## config.mk

```make
export PLATFORM = sky130hd
export DESIGN_NAME = lc3b_mem_sequencer
export DESIGN_NICKNAME = d
export VERILOG_FILES = /design/src/rtl/lc3b_mem_sequencer.sv
export SDC_FILE = /design/constraint.sdc
export NUM_CORES = 1
export LEC_CHECK = 0
export ABC_AREA = 1
export BUFFER_PORTS_ARGS = -buffer_cell sky130_fd_sc_hd__clkbuf_2
export CAP_MARGIN = 20
export CORE_UTILIZATION = 48
export DETAILED_ROUTE_END_ITERATION = 6
export GPL_TIMING_DRIVEN = 0
export PLACE_DENSITY = 0.78
export SYNTH_ARGS = -nofsm -noshare
export SYNTH_HDL_FRONTEND = slang
export SYNTH_SLANG_ARGS = --single-unit
```

## constraint.sdc

```tcl
create_clock -name clk -period 2.58 [get_ports clk]
set_clock_uncertainty 0.15 [all_clocks]
set_input_delay 0.645 -clock clk [delete_from_list [all_inputs] [get_ports clk]]
set_output_delay 0.645 -clock clk [all_outputs]
set_load 0.005 [all_outputs]
```

## src/rtl/lc3b_mem_sequencer.sv

```systemverilog
// lc3b_mem_sequencer: one-request-at-a-time memory access engine (word/byte, direct/indirect).
// Optional: define LC3B_MEMSEQ_TIMEOUT_EN to abort accesses after TIMEOUT_CYC wait cycles.
module lc3b_mem_sequencer #(
  parameter int DATA_W      = 16,
  parameter int ADDR_W      = 16,
  parameter int TIMEOUT_CYC = 255
) (
  input  logic                clk,
  input  logic                reset,
  input  logic                req_valid,
  output logic                req_ready,
  input  logic                req_write,
  input  logic                req_byte,
  input  logic                req_indirect,
  input  logic [ADDR_W-1:0]   req_addr,
  input  logic [DATA_W-1:0]   req_wdata,
  output logic                resp_valid,
  output logic [DATA_W-1:0]   resp_rdata,
  output logic                resp_err,
  output logic [ADDR_W-1:0]   mem_address,
  output logic                mem_read,
  output logic                mem_write,
  output logic [DATA_W/8-1:0] mem_byte_enable,
  output logic [DATA_W-1:0]   mem_wdata,
  input  logic [DATA_W-1:0]   mem_rdata,
  input  logic                mem_resp
);

  localparam int LANES = DATA_W / 8;
  localparam int LW    = $clog2(LANES);

  if (DATA_W < 16 || DATA_W % 8 != 0 || TIMEOUT_CYC < 1) begin : g_bad_cfg
    $error("lc3b_mem_sequencer: bad DATA_W or TIMEOUT_CYC");
  end

  typedef enum logic [2:0] {
    IDLE, PTR, ACC_RD, ACC_WR, DONE
  } state_t;

  state_t              state_q, state_d;
  logic [ADDR_W-1:0]   addr_q, addr_d;
  logic [DATA_W-1:0]   wdata_q, wdata_d;
  logic [DATA_W-1:0]   rdata_q, rdata_d;
  logic                write_q, write_d;
  logic                byte_q, byte_d;
  logic                err_q, err_d;
  logic                tmo;
  logic [ADDR_W-1:0]   ptr;
  logic [LW-1:0]       lane;

  assign ptr  = ADDR_W'(mem_rdata);
  assign lane = addr_q[LW-1:0];

  function automatic logic misal(input logic [ADDR_W-1:0] a,
                                 input logic b);
    return !b && (a[LW-1:0] != '0);
  endfunction

`ifdef LC3B_MEMSEQ_TIMEOUT_EN
  localparam int TW = $clog2(TIMEOUT_CYC + 1);
  logic [TW-1:0] wait_q, wait_d;
  logic          waiting;

  assign waiting = (state_q == PTR) || (state_q == ACC_RD) ||
                   (state_q == ACC_WR);
  assign tmo = waiting && !mem_resp &&
               (wait_q == TW'(TIMEOUT_CYC - 1));

  // Wait counter restarts whenever a strobe state is (re)entered.
  always_comb begin
    wait_d = '0;
    if (waiting && state_d == state_q && !mem_resp)
      wait_d = wait_q + 1'b1;
  end

  // Wait counter register.
  always_ff @(posedge clk or posedge reset) begin
    if (reset) wait_q <= '0;
    else       wait_q <= wait_d;
  end
`else
  assign tmo = 1'b0;
`endif

  // Next-state and request/response capture.
  always_comb begin
    state_d = state_q;
    addr_d  = addr_q;
    wdata_d = wdata_q;
    rdata_d = rdata_q;
    write_d = write_q;
    byte_d  = byte_q;
    err_d   = err_q;
    unique case (state_q)
      IDLE: begin
        if (req_valid) begin
          addr_d  = req_addr;
          wdata_d = req_wdata;
          write_d = req_write;
          byte_d  = req_byte;
          err_d   = 1'b0;
          if (misal(req_addr, req_byte)) begin
            state_d = DONE;
            err_d   = 1'b1;
          end else if (req_indirect) state_d = PTR;
          else if (req_write)        state_d = ACC_WR;
          else                       state_d = ACC_RD;
        end
      end
      PTR: begin
        if (mem_resp) begin
          addr_d = ptr;
          if (misal(ptr, byte_q)) begin
            state_d = DONE;
            err_d   = 1'b1;
          end else if (write_q) state_d = ACC_WR;
          else                  state_d = ACC_RD;
        end else if (tmo) begin
          state_d = DONE;
          err_d   = 1'b1;
        end
      end
      ACC_RD: begin
        if (mem_resp) begin
          state_d = DONE;
          if (byte_q)
            rdata_d = DATA_W'(mem_rdata[8*int'(lane) +: 8]);
          else
            rdata_d = mem_rdata;
        end else if (tmo) begin
          state_d = DONE;
          err_d   = 1'b1;
        end
      end
      ACC_WR: begin
        if (mem_resp) begin
          state_d = DONE;
        end else if (tmo) begin
          state_d = DONE;
          err_d   = 1'b1;
        end
      end
      DONE:    state_d = IDLE;
      default: state_d = IDLE;
    endcase
  end

  // State and latched request registers.
  always_ff @(posedge clk or posedge reset) begin
    if (reset) begin
      state_q <= IDLE;
      addr_q  <= '0;
      wdata_q <= '0;
      rdata_q <= '0;
      write_q <= 1'b0;
      byte_q  <= 1'b0;
      err_q   <= 1'b0;
    end else begin
      state_q <= state_d;
      addr_q  <= addr_d;
      wdata_q <= wdata_d;
      rdata_q <= rdata_d;
      write_q <= write_d;
      byte_q  <= byte_d;
      err_q   <= err_d;
    end
  end

  // Memory port and response decoded purely from registered state.
  always_comb begin
    req_ready       = (state_q == IDLE);
    resp_valid      = (state_q == DONE);
    resp_err        = (state_q == DONE) && err_q;
    resp_rdata      = rdata_q;
    mem_address     = addr_q;
    mem_read        = (state_q == PTR) || (state_q == ACC_RD);
    mem_write       = (state_q == ACC_WR);
    mem_byte_enable = '1;
    if (byte_q && (state_q == ACC_RD || state_q == ACC_WR))
      mem_byte_enable = LANES'(1) << lane;
    mem_wdata = byte_q ? {LANES{wdata_q[7:0]}} : wdata_q;
  end

endmodule

```

==> flow_metrics.tcl, run 1 <==
set metrics [dict create \
    status "finished with violations" \
    violations "design-rule violations" \
    drtPass1Iterations 6 \
    num_antenna_cells 0 \
    synthCells 368 \
    first_iter_violations 207 \
    synth_seq_cells 54 \
    syn_area_mm2 0.00274 \
    post-route-period-util 0.930 \
    crit_arrival_ns 1.60 \
    ir_drop_uv 581 \
    path_class "reg2out" \
    via_per_inst 4.98 \
    finalCoreUtilization 0.635 \
    h-tree-depth 2 \
    cts_buffers 5 \
    yosys.area_share.simple 0.344 \
    grt_pass1_wl_mm 12.0 \
    synth_top_family_by_area "simple AND/OR/NAND/NOR gates" \
    maxCapViolCount 0 \
    grt_pass1_vias 2681 \
    endpoint_kind "primary output" \
    hold_path.class "in2async" \
    cts_setup_buffers 0 \
    cts_resized 0 \
    drive_gt1_frac 0.293 \
    fillCellCount 509 \
    final_max_slew_viol_count 0 \
    cts-root-buf "clkbuf_8" \
    cts_tree "built" \
    p_leak_nw 2.06 \
    setup_viol 0 \
    synth.distinct_cells 21 \
    grt_max_degree 29 \
    seq_area_mm2 0.00135 \
    yosysTopAreaCell "dfrtp_1" \
    clk_pin_slew_ns 0.11 \
    yosysMostFrequentCell "nand2_1" \
    crit_required_ns 1.78 \
    die_area_mm2 0.00602 \
    synth-main-ff-cell "dfrtp_1" \
    slew_headroom 0.587 \
    synth_xor_area_frac 0 \
    finalHoldViolCount 0 \
    synth_edf_count 0 \
    ios 110 \
    ys_top_cells_by_count "172 x nand2_1, 54 x dfrtp_1, 35 x nand3_1" \
    routed_wl_mm 7.03 \
    grt_setup_unrepaired "false" \
    start_kind "flop" \
    p_total_mw 4.01 \
    insertion_delay_ns 0.30 \
    cts.sinks 54 \
    multi_input_area_mm2 0.00115 \
    critPathMaxFanout 10 \
    start_util 0.498 \
    tightest_slew_ns 0.619 \
    ant_nets 0 \
    rows 27 \
    drc_errors 2 \
    synthAdderAreaFrac 0 \
    syn_nets 423 \
    synthToLayoutAreaGrowth_pct 27.6 \
    p_per_area_mw_per_mm2 1150 \
    netlist_top_cells_area "dfrtp_1 49%, nand2_1 24%, nand3_1 6.4%" \
    port_buffers 108 \
    avgSynthCellArea_um2 7.45 \
    period_minus_slack_ns 2.40 \
    ys_seq_area_frac 0.493 \
    fin_nets 538 \
    ctsHoldBuffers 0 \
    grt.total_usage 0.255 \
    overflow 0 \
    post-dp-hpwl_mm 5.33 \
    synthMuxAreaShare 0 \
    post_drt_wl_per_cell_um 12.6 \
    route.vias.total 2767 \
    clock.fmax_ghz 0.417 \
    synthArstFlopShare 1.00 \
    clockBufferDepth 2 \
    place.gp.congestion 0.842 \
    yosysTopAreaCellShare 0.493 \
    yosys_warnings 0 \
    antenna_found_initial 0 \
    design.core.area_mm2 0.00551 \
    die_w_um 77.6 \
    synth-compound-area-share 0.0766 \
    fp.dieH_um 77.6 \
]
-- metrics by stage --
step                      cells  hold slack, ns  instance area, µm²  setup TNS [ns]  setup WS (ns)
after floorplan             368           0.284                2740               0          0.470
after global placement      548           0.303                3370           -9.95         -0.186
after detailed placement    549           0.309                3390               0          0.493
after CTS                   557           0.243                3500               0          0.142
after global routing        556           0.270                3500               0         0.0593
final                       556           0.225                3500               0          0.180
-- sequential cells by signal, indices dropped and copies added, names as in the netlist --
register,count
mem_address,16
wdata_q,16
err_q,1
write_q,1
byte_q,1
resp_rdata,16
state_q,3
-- worst paths after layout --
path,from,end,slack [ns],cells after the start
min in group clk,err_q$_DFFE_PP0P_,err_q$_DFFE_PP0P_,0.33,2
max reg2reg,state_q[0]$_DFFE_PP0P_,byte_q$_DFFE_PP0P_,0.80,7
min,reset,resp_rdata[8]$_DFFE_PP0P_,0.22,2
min reg2reg,err_q$_DFFE_PP0P_,err_q$_DFFE_PP0P_,0.33,2
max in group asynchronous,reset,state_q[2]$_DFFE_PP0P_,1.48,3
max,byte_q$_DFFE_PP0P_,mem_wdata[14],0.18,5
-- power breakdown --
part,switching (mW),internal (mW)
clock network,0.284,0.290
logic,1.15,0.804
registers,0.244,1.24
-- worst max-delay path, cell delays in order (launching register included) --
cell	delay [ns]
dfrtp_1	0.41
clkinv_1	0.14
clkbuf_1	0.44
nand2_1	0.10
nand2_1	0.09
clkbuf_2	0.11
-- placed cells by master (no fill, tap or decap), types with 8 or more instances in the layout --
cell / n
buf_4: 11
clkbuf_1: 9
clkbuf_2: 108
dfrtp_1: 54
inv_1: 16
nand2_1: 172
nand3_1: 35
nor2_1: 10
o211ai_1: 8
o21ai_0: 29
-- area by class of cell --
cell class,instances,share of cell area
Buffer,24,0.0411
Clock buffer,6,0.0207
Clock inverter,2,0.0107
Inverter,24,0.0258
Multi-Input combinational cell,265,0.329
Sequential cell,54,0.386
Tap cell,72,0.0258
Timing Repair Buffer,109,0.160
-- cells by family (layout without fill, tap and decap cells) --
family          after synthesis  in the layout
compound gates               38             38
buf+inv                      49            165
flops                        54             54
simple gates                227            227
-- metal layers --
metal	global-route usage	up-vias	part of all wire
li1	-	1382	-
met1	0.330	1262	0.46
met2	0.416	117	0.47
met3	0.0612	6	0.066
met4	0.0868	0	0.0090
met5	0	-	0
No activity file was read; power rests on OpenSTA's default activity.
==> run 2, diff against run 1 <==
ABC_AREA = not set   (was 1)
CORE_UTILIZATION = 49   (was 48)
PLACE_DENSITY = 0.8   (was 0.78)
==> flow_metrics.tcl, run 2 <==
set metrics [dict create \
    status "completed" \
    ys_top_cells_by_count "54 x dfrtp_1, 26 x nand2_1, 23 x mux2_2" \
    fin_nets 390 \
    finalCoreUtilization 0.647 \
    r2r_cells 4 \
    synthMuxAreaShare 0.298 \
    post_drt_wl_per_cell_um 15.6 \
    period_minus_slack_ns 2.41 \
    start_kind "flop" \
    finalHoldViolCount 0 \
    crit_required_ns 1.78 \
    fin_setup_tns_ns 0 \
    antenna_found_initial 0 \
    insertion_delay_ns 0.31 \
    via_per_inst 5.16 \
    synth_xor_area_frac 0.00316 \
    ir_drop_uv 511 \
    route.vias.total 2105 \
    synth.distinct_cells 37 \
    cts.sinks 54 \
    fp.dieH_um 77.2 \
    grt_setup_unrepaired "false" \
    p_leak_nw 1.84 \
    critPathMaxFanout 10 \
    synth_top_family_by_area "multiplexers" \
    netlist_top_cells_area "dfrtp_1 49%, mux2_4 10%, mux2_2 9.3%" \
    p_total_mw 4.26 \
    path_class "reg2out" \
    rows 27 \
    grt_pass1_vias 2182 \
    cp_cell_sequence "buf_2 > nor2b_2 > and2_1 > clkbuf_2" \
    crit_arrival_ns 1.61 \
    final_max_slew_viol_count 0 \
    start_util 0.506 \
    syn_area_mm2 0.00277 \
    die_area_mm2 0.00596 \
    yosys_warnings 0 \
    cp.depth 4 \
    post-dp-hpwl_mm 4.91 \
    endpoint_kind "primary output" \
    synth-main-ff-cell "dfrtp_1" \
    synthCells 218 \
    yosysTopAreaCell "dfrtp_1" \
    cts_tree "built" \
    ios 110 \
    synthToLayoutAreaGrowth_pct 27.9 \
    cts-root-buf "clkbuf_8" \
    post-place-ws_ns 0.358 \
    clk_pin_slew_ns 0.10 \
    synth_seq_cells 54 \
    ys_seq_area_frac 0.488 \
    yosysMostFrequentCell "dfrtp_1" \
    synthAdderAreaFrac 0 \
    h-tree-depth 2 \
    max_stage_delay_ns 0.51 \
    syn_nets 273 \
    most-common-layout-cells "110 x clkbuf_2, 54 x dfrtp_1, 26 x nand2_1" \
    setup_viol 0 \
    synth_edf_count 0 \
    critPathSlowestCell "dfrtp_1" \
    routed_wl_mm 6.37 \
    grt_pass1_wl_mm 10.6 \
    yosysTopAreaCellShare 0.488 \
    p_per_area_mw_per_mm2 1200 \
    ant_nets 0 \
    slew_headroom 0.669 \
    avgSynthCellArea_um2 12.7 \
    die_w_um 77.2 \
    clockBufferDepth 2 \
    tightest_slew_ns 0.496 \
    drc_errors 0 \
    cp_top_family "flip-flops" \
    hold_path.class "in2async" \
    fillCellCount 460 \
    mostFrequentLayoutCell "clkbuf_2" \
    post-route-period-util 0.933 \
    place.gp.congestion 0.881 \
    drtPass1Iterations 4 \
    maxCapViolCount 0 \
    path_buf_inv 2 \
    design.core.area_mm2 0.00547 \
    drive_gt1_frac 0.545 \
    worst_slack_ns 0.174 \
    overflow 0 \
    num_antenna_cells 0 \
    port_buffers 109 \
    cts_setup_buffers 0 \
    grt_max_degree 38 \
    synthArstFlopShare 1.00 \
    first_iter_violations 57 \
    yosys.area_share.simple 0.112 \
    clock.fmax_ghz 0.416 \
    synth-compound-area-share 0.0429 \
    grt.total_usage 0.229 \
    cts_buffers 5 \
]
run 2: cell types whose count changed after synthesis, sizes merged, moves of 3 or more:
| cell | previous run | this run |
|---|---|---|
| nand2 | 172 | 26 |
| nand3b | 1 | 9 |
| clkbuf | 8 | 3 |
| nand3 | 38 | 1 |
| nor2 | 12 | 3 |
| o211ai | 8 | 1 |
| clkinv | 3 | 0 |
| o21ai | 29 | 8 |
| and2 | 0 | 3 |
| mux2i | 0 | 10 |
| inv | 21 | 4 |
| mux2 | 0 | 58 |
run 2: final cells by class:
type | count | area (µm²) | share of cell area
Buffer | 20 | 143 | 0.0403
Clock buffer | 5 | 68.8 | 0.0194
Clock inverter | 3 | 43.8 | 0.0124
Inverter | 4 | 15.0 | 0.00424
Multi-Input combinational cell | 140 | 1260 | 0.357
Sequential cell | 54 | 1350 | 0.381
Tap cell | 72 | 90.1 | 0.0254
Timing Repair Buffer | 110 | 566 | 0.160
run 2: timing repair:
| action | 4_1_cts | 5_1_grt |
|---|---|---|
| hold buffers | 0 | 0 |
| endpoints found under the setup margin | 0 | 3 |
| resized for setup | 0 | 3 |
run 2: cell families (layout without fill, tap and decap cells):
logic type / after synthesis / count (layout)
muxes: 68 / 68
DFF: 54 / 54
and+or+nand+nor: 54 / 54
buffers and inverters: 24 / 142
AOI/OAI and AO/OA: 17 / 17
xor gates and xnor gates: 1 / 1
run 2: layer usage:
metal | up-vias | track usage | part of all wire
met3 | 9 | 0.0429 | 0.051
met4 | 0 | 0.0604 | 0.012
met5 | - | 0 | 0
met1 | 1030 | 0.301 | 0.42
li1 | 994 | - | -
met2 | 72 | 0.388 | 0.51
run 2: where the power goes:
group	switching, mW	internal, mW
Combinational	0.913	1.26
Clock	0.277	0.291
Sequential	0.261	1.26
Total	1.45	2.81
run 2: path summary, 6_finish.rpt:
kind / startpoint / end / slack (ns)
max: state_q[1]$_DFFE_PP0P_ / mem_write / 0.17
min: reset / wdata_q[13]$_DFFE_PP0P_ / 0.15
max reg2reg: state_q[1]$_DFFE_PP0P_ / mem_address[7]$_DFFE_PP0P_ / 0.51
min reg2reg: resp_rdata[13]$_DFFE_PP0P_ / resp_rdata[13]$_DFFE_PP0P_ / 0.33
max in group asynchronous: reset / mem_address[3]$_DFFE_PP0P_ / 1.61
min in group clk: resp_rdata[13]$_DFFE_PP0P_ / resp_rdata[13]$_DFFE_PP0P_ / 0.33
run 2: metrics by stage:
step / cells / cell area, µm² / hold slack (ns)
after floorplan: 218 / 2770 / 0.313
after global placement: 399 / 3410 / 0.301
after detailed placement: 400 / 3430 / 0.313
after CTS: 408 / 3540 / 0.156
after global routing: 408 / 3540 / 0.156
final: 408 / 3540 / 0.151
==> run 3, diff against run 2 <==
CORE_UTILIZATION = 52   (was 49)
PLACE_DENSITY = 0.84   (was 0.8)
clock period = 3 ns   (was 2.58 ns; I/O delays follow)
==> flow_metrics.tcl, run 3 (same netlist as run 2, synthesis figures left out) <==
set metrics [dict create \
    dpl_cell_area_mm2 0.00342 \
    slew_headroom 0.640 \
    fin_setup_tns_ns 0 \
    drc_errors 0 \
    fin_area_mm2 0.00352 \
    path_class "reg2out" \
    hold_path.class "in2async" \
    r2r_cells 4 \
    port_buffers 109 \
    reg2reg_slack_ns 0.92 \
    grt_max_degree 34 \
    r2r_end "mem_address[3]$_DFFE_PP0P_" \
    cts_buffers 5 \
    overflow 0 \
    start_util 0.542 \
    period_minus_slack_ns 2.64 \
    ctsHoldBuffers 0 \
    die_w_um 75.0 \
    finalHoldViolCount 0 \
    mostFrequentLayoutCell "clkbuf_2" \
    drtPass1Iterations 5 \
    cp-startpoint "state_q[1]$_DFFE_PP0P_" \
    first_iter_violations 81 \
    cts_setup_buffers 0 \
    place.gp.congestion 0.963 \
    ant_nets 0 \
    rows 26 \
    cts_resized 0 \
    via_per_inst 5.22 \
    synthToLayoutAreaGrowth_pct 27.0 \
    post-route-period-util 0.880 \
    cts.sinks 54 \
    status "completed" \
    endpoint_kind "primary output" \
    grt_pass1_vias 1924 \
    antenna_found_initial 0 \
    fp.dieH_um 75.0 \
    p_leak_nw 1.82 \
    finalNonFillerCells 406 \
    route.vias.total 2120 \
    clock.fmax_ghz 0.379 \
    crit_required_ns 2.10 \
    cts_tree "built" \
    design.core.area_mm2 0.00511 \
    r2r-start "state_q[1]$_DFFE_PP0P_" \
    ios 110 \
    clockBufferDepth 2 \
    start_kind "flop" \
    setup_viol 0 \
    most-common-layout-cells "109 x clkbuf_2, 54 x dfrtp_1, 26 x nand2_1" \
    clk_pin_slew_ns 0.10 \
    num_antenna_cells 0 \
    grt_pass1_wl_mm 9.46 \
    fin_nets 390 \
    drive_gt1_frac 0.539 \
    dp_cells 398 \
    crit_path_end "mem_write" \
    critPathMaxFanout 10 \
    hold-worst-slack_ns 0.291 \
    insertion_delay_ns 0.30 \
    post-dp-hpwl_mm 4.75 \
    grt_setup_unrepaired "false" \
    die_area_mm2 0.00562 \
    p_total_mw 3.59 \
    maxCapViolCount 0 \
    post_drt_wl_per_cell_um 15.3 \
    routed_wl_mm 6.21 \
    ir_drop_uv 551 \
    cts-root-buf "clkbuf_8" \
    p_per_area_mw_per_mm2 1020 \
    h-tree-depth 2 \
    grt.total_usage 0.226 \
    crit_arrival_ns 1.74 \
    tightest_slew_ns 0.539 \
    fillCellCount 412 \
    final_max_slew_viol_count 0 \
]
-- run 3: changes by cell type in the layout (fill, tap and decap cells not counted) --
cell / change
bufinv_16: -1
clkbuf_1: +1
clkbuf_2: -1
clkbuf_8: +1
clkinvlp_4: +1
inv_6: -1
nor2b_1: +1
nor2b_2: -1
-- run 3: worst max-delay path: stages, from the launching register on --
cell	delay, ns
dfrtp_1	0.52
buf_2	0.28
nor2b_1	0.35
and2_1	0.18
clkbuf_2	0.11
-- run 3: how the worst min path moves through the flow --
stage                     depth (start not counted)  slack (ns)                  startpoint                         end
after CTS                                         2        0.31                       reset      wdata_q[1]$_DFFE_PP0P_
after global routing                              2        0.32                       reset      wdata_q[9]$_DFFE_PP0P_
after detailed placement                          2        0.31  resp_rdata[13]$_DFFE_PP0P_  resp_rdata[13]$_DFFE_PP0P_
after global placement                            2        0.30  resp_rdata[12]$_DFFE_PP0P_  resp_rdata[12]$_DFFE_PP0P_
after floorplan                                   2        0.31  resp_rdata[10]$_DFFE_PP0P_  resp_rdata[10]$_DFFE_PP0P_
final                                             2        0.29                       reset      wdata_q[9]$_DFFE_PP0P_
-- run 3: metal layers --
layer / share of wire / global-route usage / vias to the layer above
met2: 0.51 / 0.372 / 88
met5: 0 / 0 / -
met3: 0.043 / 0.0348 / 10
met1: 0.43 / 0.308 / 1035
met4: 0.019 / 0.0692 / 0
li1: - / - / 987
-- run 3: metrics by stage --
stage,setup WS [ns],util
4_1_cts,0.369,0.689
2_1_floorplan,0.785,-
5_1_grt,0.238,0.689
3_5_place_dp,0.716,0.670
3_3_place_gp,0.126,0.666
6_report,0.359,0.689
-- run 3: power breakdown --
group / internal [mW] / switching [mW]
Clock: 0.186 / 0.239
Combinational: 1.08 / 0.779
Sequential: 1.08 / 0.226
-- run 3: final cells by class --
| cell class | count | area (µm²) | area share |
|---|---|---|---|
| inverter | 4 | 15.0 | 0.00427 |
| tap | 70 | 87.6 | 0.0249 |
| clock buffer | 6 | 82.6 | 0.0235 |
| sequential | 54 | 1350 | 0.384 |
| clock inverter | 2 | 12.5 | 0.00356 |
| buffer | 20 | 141 | 0.0402 |
| multi-input combinational | 140 | 1260 | 0.359 |
| timing repair buffer | 110 | 566 | 0.161 |
